`src/rtl/switch_pkg.sv`:
```
// Shared types and constants for the switch port datapath.
package switch_pkg;

   typedef enum logic [2:0] {IDLE, PREAMBLE, DATA, STATUS, DROP} rx_state_t;

   // Bit positions inside the per-frame status word
   localparam int unsigned ST_FCS_BAD = 0;
   localparam int unsigned ST_OVF     = 1;
   localparam int unsigned ST_ER      = 2;
   localparam int unsigned ST_RUNT    = 3;
   localparam int unsigned ST_GIANT   = 4;

   localparam logic [7:0] SFD           = 8'hD5;
   localparam logic [7:0] PREAMBLE_BYTE = 8'h55;

   localparam logic [31:0] CRC_INIT    = 32'hFFFFFFFF;
   localparam logic [31:0] CRC_POLY    = 32'hEDB88320;
   localparam logic [31:0] CRC_RESIDUE = 32'hDEBB20E3;

endpackage

```
`src/rtl/crc32_d8.sv`:
```
// Combinational CRC-32 (reflected) next-state for one data byte.
module crc32_d8
   import switch_pkg::*;
(
   input  logic [31:0] crc_in,
   input  logic [7:0]  data,
   output logic [31:0] crc_out
);

   always_comb begin
      crc_out = crc_in ^ {24'h0, data};
      for (int i = 0; i < 8; i++) begin
         crc_out = crc_out[0] ? ((crc_out >> 1) ^ CRC_POLY) : (crc_out >> 1);
      end
   end

endmodule

```
`src/rtl/rx_frame_writer.sv`:
```
// GMII receive ingress: strips preamble/SFD, checks FCS and length, writes bytes plus
// one status word per frame into the async FIFO write side, and keeps frame counters.
module rx_frame_writer
   import switch_pkg::*;
#(
   parameter int unsigned MIN_LEN   = 64,
   parameter int unsigned MAX_LEN   = 1518,
   parameter int unsigned LEN_WIDTH = 11,
   parameter int unsigned CNT_WIDTH = 16
) (
   input  logic                 wclk,
   input  logic                 reset,
   input  logic                 rx_dv,
   input  logic                 rx_er,
   input  logic [7:0]           rxd,
   input  logic                 fifo_full,
   output logic                 fifo_write_enable,
   output logic [8:0]           fifo_write_data,
   output logic [CNT_WIDTH-1:0] frames_ok,
   output logic [CNT_WIDTH-1:0] frames_err,
   output logic [CNT_WIDTH-1:0] frames_dropped
);

   localparam logic [LEN_WIDTH-1:0] MIN_L = LEN_WIDTH'(MIN_LEN);
   localparam logic [LEN_WIDTH-1:0] MAX_L = LEN_WIDTH'(MAX_LEN);

   rx_state_t            state_q, state_d;
   logic [LEN_WIDTH-1:0] length_q, length_d;
   logic [31:0]          crc_q, crc_d, crc_next;
   logic                 er_q, er_d;
   logic                 ovf_q, ovf_d;
   logic                 drop_pend_q, drop_pend_d;
   logic                 wen_q, wen_d;
   logic [8:0]           wdata_q, wdata_d;
   logic [CNT_WIDTH-1:0] ok_q, err_q, drop_q;
   logic                 ok_inc, err_inc, drop_inc;
   logic [7:0]           status;

   crc32_d8 u_crc (
      .crc_in  (crc_q),
      .data    (rxd),
      .crc_out (crc_next)
   );

   always_comb begin
      status              = 8'h00;
      status[ST_FCS_BAD]  = (crc_q != CRC_RESIDUE);
      status[ST_OVF]      = ovf_q;
      status[ST_ER]       = er_q;
      status[ST_RUNT]     = (length_q < MIN_L);
      status[ST_GIANT]    = (length_q > MAX_L);
   end

   always_comb begin
      state_d     = state_q;
      length_d    = length_q;
      crc_d       = crc_q;
      er_d        = er_q;
      ovf_d       = ovf_q;
      drop_pend_d = drop_pend_q;
      wen_d       = 1'b0;
      wdata_d     = wdata_q;
      ok_inc      = 1'b0;
      err_inc     = 1'b0;
      drop_inc    = 1'b0;

      unique case (state_q)
         IDLE: begin
            if (rx_dv) state_d = PREAMBLE;
         end
         PREAMBLE: begin
            if (!rx_dv || rx_er) begin
               state_d  = DROP;
               drop_inc = 1'b1;
            end else if (rxd == SFD) begin
               state_d  = DATA;
               length_d = '0;
               crc_d    = CRC_INIT;
               er_d     = 1'b0;
               ovf_d    = 1'b0;
            end else if (rxd != PREAMBLE_BYTE) begin
               state_d  = DROP;
               drop_inc = 1'b1;
            end
         end
         DATA: begin
            if (rx_dv) begin
               crc_d = crc_next;
               if (length_q != '1) length_d = length_q + LEN_WIDTH'(1);
               if (rx_er) er_d = 1'b1;
               // Once a byte is lost the rest of the frame is suppressed too
               if (fifo_full || ovf_q) begin
                  ovf_d = 1'b1;
               end else begin
                  wen_d   = 1'b1;
                  wdata_d = {1'b0, rxd};
               end
            end else begin
               state_d = STATUS;
            end
         end
         STATUS: begin
            if (fifo_full) begin
               if (rx_dv) drop_pend_d = 1'b1;
            end else begin
               wen_d   = 1'b1;
               wdata_d = {1'b1, status};
               if (|status[4:0]) err_inc = 1'b1;
               else              ok_inc  = 1'b1;
               if (drop_pend_q) begin
                  state_d     = DROP;
                  drop_inc    = 1'b1;
                  drop_pend_d = 1'b0;
               end else begin
                  state_d = IDLE;
               end
            end
         end
         DROP: begin
            if (!rx_dv) state_d = IDLE;
         end
         default: state_d = IDLE;
      endcase
   end

   always_ff @(posedge wclk or posedge reset) begin
      if (reset) begin
         state_q     <= IDLE;
         length_q    <= '0;
         crc_q       <= CRC_INIT;
         er_q        <= 1'b0;
         ovf_q       <= 1'b0;
         drop_pend_q <= 1'b0;
         wen_q       <= 1'b0;
         wdata_q     <= '0;
      end else begin
         state_q     <= state_d;
         length_q    <= length_d;
         crc_q       <= crc_d;
         er_q        <= er_d;
         ovf_q       <= ovf_d;
         drop_pend_q <= drop_pend_d;
         wen_q       <= wen_d;
         wdata_q     <= wdata_d;
      end
   end

   // Statistics saturate at all-ones
   always_ff @(posedge wclk or posedge reset) begin
      if (reset) begin
         ok_q   <= '0;
         err_q  <= '0;
         drop_q <= '0;
      end else begin
         if (ok_inc && ok_q != '1)     ok_q   <= ok_q + CNT_WIDTH'(1);
         if (err_inc && err_q != '1)   err_q  <= err_q + CNT_WIDTH'(1);
         if (drop_inc && drop_q != '1) drop_q <= drop_q + CNT_WIDTH'(1);
      end
   end

   assign fifo_write_enable = wen_q;
   assign fifo_write_data   = wdata_q;
   assign frames_ok         = ok_q;
   assign frames_err        = err_q;
   assign frames_dropped    = drop_q;

endmodule
```
`config.mk`:
```
export PLATFORM = sky130hd
export DESIGN_NAME = rx_frame_writer
export DESIGN_NICKNAME = d
export VERILOG_FILES = /design/src/rtl/switch_pkg.sv /design/src/rtl/crc32_d8.sv /design/src/rtl/rx_frame_writer.sv
export SDC_FILE = /design/constraint.sdc
export NUM_CORES = 1
export LEC_CHECK = 0
export CAP_MARGIN = 40
export CORE_UTILIZATION = 45
export CTS_CLUSTER_SIZE = 24
export DETAILED_ROUTE_END_ITERATION = 10
export PLACE_DENSITY = 0.72
export SYNTH_ARGS = -nofsm -noshare
export SYNTH_HDL_FRONTEND = slang
export SYNTH_SLANG_ARGS = --single-unit
```
`constraint.sdc`:
```
create_clock -name wclk -period 4.6 [get_ports wclk]
set_clock_uncertainty 0.1 [all_clocks]
set_input_delay 0.92 -clock wclk [delete_from_list [all_inputs] [get_ports wclk]]
set_output_delay 0.92 -clock wclk [all_outputs]
set_load 0.005 [all_outputs]
```
==> results of run 1 <==
==> sequential cells by signal, summed over array words and instances (netlist names) <==
name and count:
frames_dropped 16, crc_q 32, er_q 1, ovf_q 1, frames_err 16, frames_ok 16
length_q 11, fifo_write_data 9, fifo_write_enable 1, drop_pend_q 1, state_q 3
==> cells in the final DEF, fill, tap and decap left out, types with 3 or more instances in the layout <==
cell type | netlist | layout
nand2_1 | 26 | 26
nand4b_1 | 3 | 3
inv_1 | 16 | 15
dfstp_2 | 32 | 32
mux2_2 | 4 | 4
a31oi_1 | 9 | 9
and4_1 | 8 | 8
clkbuf_1 | 14 | 3
xnor2_1 | 62 | 62
nand3_1 | 21 | 21
or2_2 | 3 | 3
nor4_2 | 9 | 9
clkbuf_16 | 0 | 9
nor4_1 | 6 | 6
buf_4 | 1 | 10
nor2_1 | 33 | 33
a41oi_1 | 3 | 3
xnor2_2 | 3 | 3
o21ai_0 | 9 | 9
a21oi_1 | 34 | 34
and2_1 | 3 | 4
ha_1 | 4 | 4
a22o_1 | 5 | 5
xor2_1 | 54 | 54
nor3_1 | 40 | 40
and3_1 | 11 | 11
o21a_1 | 3 | 3
nand4_1 | 19 | 19
nor3b_1 | 4 | 4
dfrtp_1 | 75 | 75
clkdlybuf4s50_1 | 0 | 70
==> area by class of cell <==
| cell class | count | area [um^2] | share of cell area [%] |
|---|---|---|---|
| Multi-Input combinational cell | 411 | 2919 | 41.62 |
| Sequential cell | 107 | 2718 | 38.74 |
| Timing Repair Buffer | 81 | 779.5 | 11.11 |
| Clock buffer | 12 | 246.5 | 3.514 |
| Tap cell | 172 | 215.2 | 3.068 |
| Clock inverter | 4 | 73.82 | 1.052 |
| Inverter | 16 | 62.56 | 0.8919 |
==> metal layers <==
metal | up-vias | part of all wire (%)
li1 | 2119 | -
met5 | - | 0
met1 | 2170 | 45
met3 | 24 | 4.3
met2 | 110 | 48
met4 | 0 | 2.8
==> worst max-delay path by stage <==
stage / from / end / slack (ns) / depth (start not counted)
floorplan: reset / drop_pend_q / 0.82 / 1
global placement: rx_dv / crc_q[5] / 1.04 / 6
detailed placement: rx_dv / crc_q[18] / 0.92 / 6
CTS: rx_dv / crc_q[18] / 1.23 / 6
global route: rx_dv / crc_q[21] / 0.88 / 6
finish: rx_dv / crc_q[18] / 1.20 / 6
==> power groups by stage <==
stage	combinational, uW	clock (uW)	sequential, uW
after floorplan	316	0	1080
after global placement	453	0	1090
after detailed placement	460	0	1100
final	461	833	1080
after CTS	465	855	1080
after global routing	509	886	1090
==> through the flow <==
step | total power (uW) | area (um^2) | hold slack [ns]
after floorplan | 1394 | 5807 | 0.3642
after global placement | 1546 | 6690 | 0.3788
after detailed placement | 1559 | 6690 | 0.3782
after CTS | 2402 | 7010 | 0.3878
after global routing | 2488 | 7014 | 0.3991
final | 2376 | 7014 | 0.3832
==> logic make-up (layout without fill, tap and decap cells) <==
logic type | Yosys count | after routing | synth area share (%)
AO/OA/AOI/OAI | 74 | 74 | 8.145
AND/OR/NAND/NOR | 206 | 206 | 21.22
multiplexers | 7 | 7 | 1.314
flip-flops | 107 | 107 | 46.80
adder cells (fa/ha/maj) | 4 | 4 | 0.8619
XOR/XNOR | 120 | 120 | 18.72
buffers and inverters | 39 | 113 | 2.931
==> cell usage after synthesis (6+ instances only) <==
library cell	count	area, um^2
a21oi_1	34	170.2
a31oi_1	9	56.30
and3_1	11	68.82
and4_1	8	70.07
clkbuf_1	14	52.55
dfrtp_1	75	1877
dfstp_2	32	840.8
inv_1	16	60.06
nand2_1	26	97.59
nand3_1	21	105.1
nand4_1	19	118.9
nor2_1	33	123.9
nor3_1	40	200.2
nor4_1	6	37.54
nor4_2	9	112.6
o21ai_0	9	45.04
xnor2_1	62	543.0
xor2_1	54	473.0
==> critical path, delay by kind of cell <==
family / cells / cell delay (ns)
compound gates: 1 / 0.17
buf+inv: 2 / 1.13
simple gates: 3 / 1.35
==> results.cfg, run 1 <==
[run_status]
outcome = complete, no violations

[yosys]
ys_types = 59
synth_nets = 574
avgSynthCellArea_um2 = 10.43
synth_seq_cells = 107
ys_seq_area_share_pct = 46.80
synth_edf_count = 0
ys.flop_type = dfrtp_1
synth_area_mm2 = 0.005807
ys_async_sr_fraction_pct = 100.0
syn_inst = 557
ys_warn_count = 0

[hold_path]
hold_depth = 1
min_path_type = flop to flop
min_to = frames_dropped[9]
worstHoldStart = frames_dropped[9]

[floorplan]
row_count = 41
die_h_um = 115.6
die-area_mm2 = 0.01336
start_util_pct = 46.01
coreArea_mm2 = 0.01262
ios = 71
die_x_um = 115.6

[sta]
drv_slew = 0
worstMarginPinSlew_ns = 0.8267
rsz0062_at_grt = false
maxSlewHeadroom_pct = 44.77
max_freq_mhz = 293.7
setup_viol = 0
min_period_ns = 3.404
period_share_pct = 74.01
setup_tns_ns = 0
hold_viol_final = 0
setup_ws_ns = 1.196

[setup_path]
cpMaxStageDelayCell = clkdlybuf4s50_1
critPathCaptureType = flop
crit_path_start_kind = input port
crit_path_cell_trace = clkdlybuf4s50_1 > nor4bb_1 > and4_1 > buf_4 > nor3_1 > a21oi_1
r2r_end = fifo_write_data[0]
r2r_slack_ns = 1.95
cp_data_arrival_time_ns = 3.57
rr_worst_depth = 5
cp_max_fo = 25
cpPeakStageDelay_ns = 0.73
rr_startpoint = state_q[1]
crit_type = input port to flop
crit_required_ns = 4.77

[route]
viasPerCell = 5.508
routed_wl_um = 13380
ant_nets = 0
drc = 0
drt_iter0_markers = 287
route.vias.total = 4423
avgRoutedWirePerCell_um = 16.66
first_pass_iters = 4

[clock_tree]
cts_tree = yes
root_buffer = clkbuf_16
cts_resized = 0
cts.hold.buffers_added = 0
insertion_delay_ns = 0.35
cts.path.max_buffers = 2
numCtsBuffers = 9
cts_setup_buffers = 0
h-tree-depth = 3
clk_pin_slew_worst_paths_ns = 0.07
clock_sinks = 107

[power_and_ir_drop]
switching_share_pct = 27.06
power_frac_comb_pct = 19.4
power.switching_uw = 643.1
p_int_uw = 1733
power_leakage_uw = 0.002858
power_density_mw_per_mm2 = 338.8
ir_worst_vdd_mv = 0.1946
seqPwrFrac_pct = 45.6
p_clk_share_pct = 35.1

[cells_and_area]
nFillCells = 1124
syn_to_final_growth_pct = 20.79
final_net_count = 643
fin_cells = 803
fin_util_pct = 55.58
antenna_cells = 0
final_layout_size_suffix_gt1_share_pct = 13.47

[global_route]
met3_usage_pct = 3.452
grt_util_all_layers_pct = 21.42
grt_pass1_wl_um = 21990
met2_usage_pct = 32.89
grt_use_met1_pct = 29.48
busiest_layer = met2
first_global_vias = 4253
grt_max_degree = 64
grt-ovfl-total = 0
antenna_found_initial = 0

[place]
dp.cells = 786
portBuffers = 70
place_ws_ns = 0.9210
dp_hpwl_um = 9625
gp_congestion = 0.8890

[run]
maxCapViolations = 0
Power figures use the tool's default switching activity.
==> inputs of run 2 (changes only) <==
==> constraint.sdc (replaced) <==
create_clock -name wclk -period 3.4 [get_ports wclk]
set_clock_uncertainty 0.1 [all_clocks]
set_input_delay 0.68 -clock wclk [delete_from_list [all_inputs] [get_ports wclk]]
set_output_delay 0.68 -clock wclk [all_outputs]
set_load 0.005 [all_outputs]
==> run 2 against run 1 <==
Non-clock buffer count grew 5; via count increased by 1.7%; global-route usage increased by 1.1 points; die area stayed put; count of clock-buffer cells in the layout shrank 2; flip-flop and latch count unchanged; wire length grew 5.6%; worst hold slack gained 0.0073 ns; critical endpoint is now frames_err[1]; largest cell class unchanged; largest power group unchanged; highest routed layer unchanged.
==> results.cfg, run 2 (synthesis gave the netlist of run 1 again) <==
[power_and_ir_drop]
p_int_uw = 2271
power_frac_comb_pct = 19.9
ir_worst_vdd_mv = 0.2556
power_leakage_uw = 0.002879
switching_share_pct = 28.20
power.switching_uw = 892.2
power_density_mw_per_mm2 = 448.5
seqPwrFrac_pct = 46.4
p_clk_share_pct = 33.8

[clock_tree]
root_buffer = clkbuf_16
cts_setup_buffers = 0
cts_tree = yes
cts.hold.buffers_added = 0
numCtsBuffers = 9
clock_sinks = 107
clk_pin_slew_worst_paths_ns = 0.07
insertion_delay_ns = 0.36
h-tree-depth = 3
cts_resized = 0
cts.path.max_buffers = 2

[sta]
min_period_ns = 2.917
period_share_pct = 85.78
max_freq_mhz = 342.9
setup_viol = 0
rsz0062_at_grt = false
worstMarginPinSlew_ns = 0.8628
maxSlewHeadroom_pct = 42.07
hold_viol_final = 0
setup_tns_ns = 0
drv_slew = 0

[floorplan]
start_util_pct = 46.01
die-area_mm2 = 0.01336
coreArea_mm2 = 0.01262
die_x_um = 115.6
die_h_um = 115.6
row_count = 41
ios = 71

[cells_and_area]
top_register = crc_q
final_cell_mix = 75 x dfrtp_1, 70 x clkdlybuf4s50_1, 62 x xnor2_1
final_net_count = 648
fin_cells = 808
final_common_cell = dfrtp_1
syn_to_final_growth_pct = 21.46
largest_reg_flops = 32
final_layout_size_suffix_gt1_share_pct = 14.62
fin_area_mm2 = 0.007053
antenna_cells = 0

[place]
dp.cells = 792
gp_congestion = 0.9326
dp_hpwl_um = 10160
portBuffers = 70
dpl_cell_area_mm2 = 0.006749

[route]
route.vias.total = 4497
avgRoutedWirePerCell_um = 17.48
drc = 0
first_pass_iters = 4
drt_iter0_markers = 418
viasPerCell = 5.566
routed_wl_um = 14120
ant_nets = 0

[run_status]
outcome = complete, no violations

[setup_path]
crit_required_ns = 3.54
crit_type = flop to flop
cp_max_fo = 16
cpMaxStageDelayCell = dfstp_2
cp_data_arrival_time_ns = 3.06
critPathCaptureType = flop
cpPeakStageDelay_ns = 0.58
crit_path_cell_trace = or4b_4 > nor4_4 > o2111ai_2 > buf_4 > nand2_1 > mux2_2
crit_path_start_kind = flop

[global_route]
first_global_vias = 4390
antenna_found_initial = 0
grt-ovfl-total = 0
grt_pass1_wl_um = 23030
grt_util_all_layers_pct = 22.53
grt_max_degree = 84

[hold_path]
min_path_type = flop to flop

[run]
maxCapViolations = 0
==> run 2: changes by cell type in the layout (fill, tap and decap cells not counted) <==
cell | previous run | this run
buf_4 | 10 | 15
bufinv_16 | 2 | 1
inv_6 | 1 | 0
clkinv_2 | 1 | 2
clkinv_4 | 0 | 2
clkinvlp_4 | 0 | 2
inv_4 | 1 | 0
clkbuf_1 | 3 | 0
buf_12 | 0 | 1
==> run 2: worst max-delay path, delay by kind of cell (launching register included) <==
family          cells  cell delay, ns
flops               1            0.58
simple gates        3            0.97
buf+inv             1            0.36
mux                 1            0.34
compound gates      1            0.44
==> run 2: stage by stage <==
| step | utilization, % | hold WS [ns] | total power [uW] | worst slack (ns) |
|---|---|---|---|---|
| 2_1_floorplan | - | 0.3642 | 1886 | 1.020 |
| 3_3_place_gp | 53.42 | 0.3757 | 2099 | 0.2100 |
| 3_5_place_dp | 53.48 | 0.3871 | 2114 | 0.2139 |
| 4_1_cts | 55.89 | 0.4007 | 3186 | 0.4837 |
| 5_1_grt | 55.89 | 0.4191 | 3304 | 0.3987 |
| 6_report | 55.89 | 0.3905 | 3163 | 0.4833 |
==> run 2: area by class of cell <==
| cell class | count | area (um^2) |
|---|---|---|
| Multi-Input combinational cell | 411 | 2919 |
| Sequential cell | 107 | 2718 |
| Tap cell | 172 | 215.2 |
| Inverter | 16 | 63.81 |
| Clock buffer | 10 | 239.0 |
| Clock inverter | 6 | 65.06 |
| Timing Repair Buffer | 86 | 833.3 |
| Fill cell | 1115 | 5567 |
==> run 2: per-layer routing <==
metal / wire (um) / global-route usage, %
met5: 0 / 0
met1: 6553 / 31.86
met4: 272 / 8.745
met2: 6487 / 33.97
met3: 808 / 4.603
==> run 2: worst paths after layout <==
| path | start | to | slack, ns | depth (start not counted) |
|---|---|---|---|---|
| hold / removal | frames_dropped[9] | frames_dropped[9] | 0.39 | 1 |
| hold reg to reg | frames_dropped[9] | frames_dropped[9] | 0.39 | 1 |
| setup / recovery | crc_q[13] | frames_err[1] | 0.48 | 6 |
| max in group asynchronous | reset | crc_q[9] | 1.75 | 3 |
| setup reg to reg | crc_q[13] | frames_err[1] | 0.48 | 6 |
| min in group asynchronous | reset | frames_ok[5] | 0.63 | 2 |
==> run 2: power by group through the flow <==
stage / logic [uW] / registers, uW / clock network, uW
6_report: 628 / 1470 / 1070
4_1_cts: 634 / 1460 / 1090
5_1_grt: 689 / 1480 / 1140
3_3_place_gp: 618 / 1480 / 0
2_1_floorplan: 428 / 1460 / 0
3_5_place_dp: 628 / 1490 / 0
==> inputs of run 3 (changes only) <==
--- a/config.mk
+++ b/config.mk
@@ -10,6 +10,7 @@
 export CTS_CLUSTER_SIZE = 24
 export DETAILED_ROUTE_END_ITERATION = 10
 export PLACE_DENSITY = 0.72
+export RECOVER_POWER = 25
 export SYNTH_ARGS = -nofsm -noshare
 export SYNTH_HDL_FRONTEND = slang
 export SYNTH_SLANG_ARGS = --single-unit
==> run 3 against run 2 <==
Critical path depth stayed put; global-route usage stayed put; wire length hardly changed; sequential power hardly changed; final area is 0.21% lower; first-iteration DRC count is 1.4% lower; power hardly changed; sequential share of layout area is 0.082 points higher; count of clock-buffer cells in the layout stayed put; utilization is 0.12 points lower; die area stayed put; highest routed layer unchanged.
==> results.cfg, run 3 (synthesis gave the netlist of run 1 again) <==
[run_status]
outcome = complete, no violations

[global_route]
busiest_layer = met2
grt_pass1_wl_um = 23030
antenna_found_initial = 0
met2_usage_pct = 33.97
met3_usage_pct = 4.603
grt_use_met1_pct = 31.86
grt_util_all_layers_pct = 22.53
grt-ovfl-total = 0
first_global_vias = 4390
grt_max_degree = 84

[setup_path]
critPathCaptureType = flop
crit_type = flop to flop
rr_worst_depth = 6
crit_required_ns = 3.54
r2r_end = frames_err[1]
rr_startpoint = crc_q[13]
crit_path_start_kind = flop
cp_max_fo = 16
cp_data_arrival_time_ns = 3.05
r2r_slack_ns = 0.50

[clock_tree]
root_buffer = clkbuf_16
cts.path.max_buffers = 2
cts.hold.buffers_added = 0
clock_sinks = 107
clk_pin_slew_worst_paths_ns = 0.07
numCtsBuffers = 9
h-tree-depth = 3
cts_tree = yes
insertion_delay_ns = 0.36
cts_resized = 0
cts_setup_buffers = 0

[power_and_ir_drop]
power_density_mw_per_mm2 = 449.8
ir_worst_vdd_mv = 0.2558
p_int_uw = 2269
power_leakage_uw = 0.002874
seqPwrFrac_pct = 46.4
power.switching_uw = 896.4
p_clk_share_pct = 33.9
power_frac_comb_pct = 19.8
switching_share_pct = 28.32

[floorplan]
ios = 71
row_count = 41
die_h_um = 115.6
die-area_mm2 = 0.01336
die_x_um = 115.6
start_util_pct = 46.01
coreArea_mm2 = 0.01262

[route]
routed_wl_um = 14130
route.vias.total = 4507
ant_nets = 0
avgRoutedWirePerCell_um = 17.48
drc = 0
viasPerCell = 5.578
first_pass_iters = 5
drt_iter0_markers = 412

[cells_and_area]
seq_area_mm2 = 0.002718
largest_reg_flops = 32
nFillCells = 1116
final_cell_mix = 75 x dfrtp_1, 69 x clkdlybuf4s50_1, 62 x xnor2_1
final_layout_size_suffix_gt1_share_pct = 14.62
antenna_cells = 0
final_common_cell = dfrtp_1
top_register = crc_q
final_net_count = 648
syn_to_final_growth_pct = 21.20
multi_input_area_mm2 = 0.002919

[sta]
setup_ws_ns = 0.4975
rsz0062_at_grt = false
period_share_pct = 85.37
maxSlewHeadroom_pct = 25.58
drv_slew = 0
min_period_ns = 2.903
hold_viol_final = 0
worstMarginPinSlew_ns = 1.110
setup_tns_ns = 0
setup_viol = 0
max_freq_mhz = 344.5

[hold_path]
min_to = frames_dropped[9]
worstHoldStart = frames_dropped[9]
min_path_type = flop to flop
hold_depth = 1

[place]
portBuffers = 70
place_ws_ns = 0.2139
dp_hpwl_um = 10160
gp_congestion = 0.9326

[run]
maxCapViolations = 0
run 3: cell count changes in the layout (fill, tap and decap cells not counted), sizes merged:
cell / previous run / this run
buf: 16 / 15
clkbuf: 10 / 11
clkdlybuf4s50: 70 / 69
dlygate4sd3: 0 / 1
run 3: worst max-delay path: stages, from the launching register on:
cell	delay (ns)
dfstp_2	0.58
or4b_4	0.48
nor4_4	0.38
o2111ai_2	0.43
buf_4	0.35
nand2_1	0.11
mux2_2	0.34
run 3: worst max path at each step:
stage / start / endpoint / slack, ns / cells past startpoint
floorplan: crc_q[13] / frames_ok[1] / 1.02 / 6
global placement: rxd[7] / crc_q[29] / 0.21 / 6
detailed placement: rxd[7] / crc_q[29] / 0.21 / 6
CTS: crc_q[13] / frames_err[1] / 0.48 / 6
global route: reset / frames_dropped[15] / 0.22 / 3
finish: crc_q[13] / frames_err[1] / 0.50 / 6
run 3: area by class of cell:
cell class                      instances  area share (%)
Clock buffer                           10           3.396
Tap cell                              172           3.058
Timing Repair Buffer                   86           11.66
Clock inverter                          6          0.9244
Inverter                               16          0.8711
Sequential cell                       107           38.61
Multi-Input combinational cell        411           41.48
run 3: per-stage QoR:
stage | power [uW] | hold WS, ns | area [um^2] | instances | util [%]
after global routing | 3301 | 0.4191 | 7038 | 808 | 55.77
after floorplan | 1886 | 0.3642 | 5811 | 557 | -
after CTS | 3186 | 0.4007 | 7053 | 808 | 55.89
after global placement | 2099 | 0.3757 | 6741 | 791 | 53.42
after detailed placement | 2114 | 0.3871 | 6749 | 792 | 53.48
final | 3165 | 0.3905 | 7038 | 808 | 55.77
run 3: power by group through the flow:
stage	registers, uW	logic (uW)	clock network (uW)
5_1_grt	1480	686	1140
6_report	1470	626	1070
4_1_cts	1460	634	1090
3_3_place_gp	1480	618	0
3_5_place_dp	1490	628	0
2_1_floorplan	1460	428	0
run 3: routing by layer:
layer	vias up	share of wire [%]
met2	127	46
met4	0	1.9
met3	19	5.4
met1	2239	47
li1	2122	-
met5	-	0
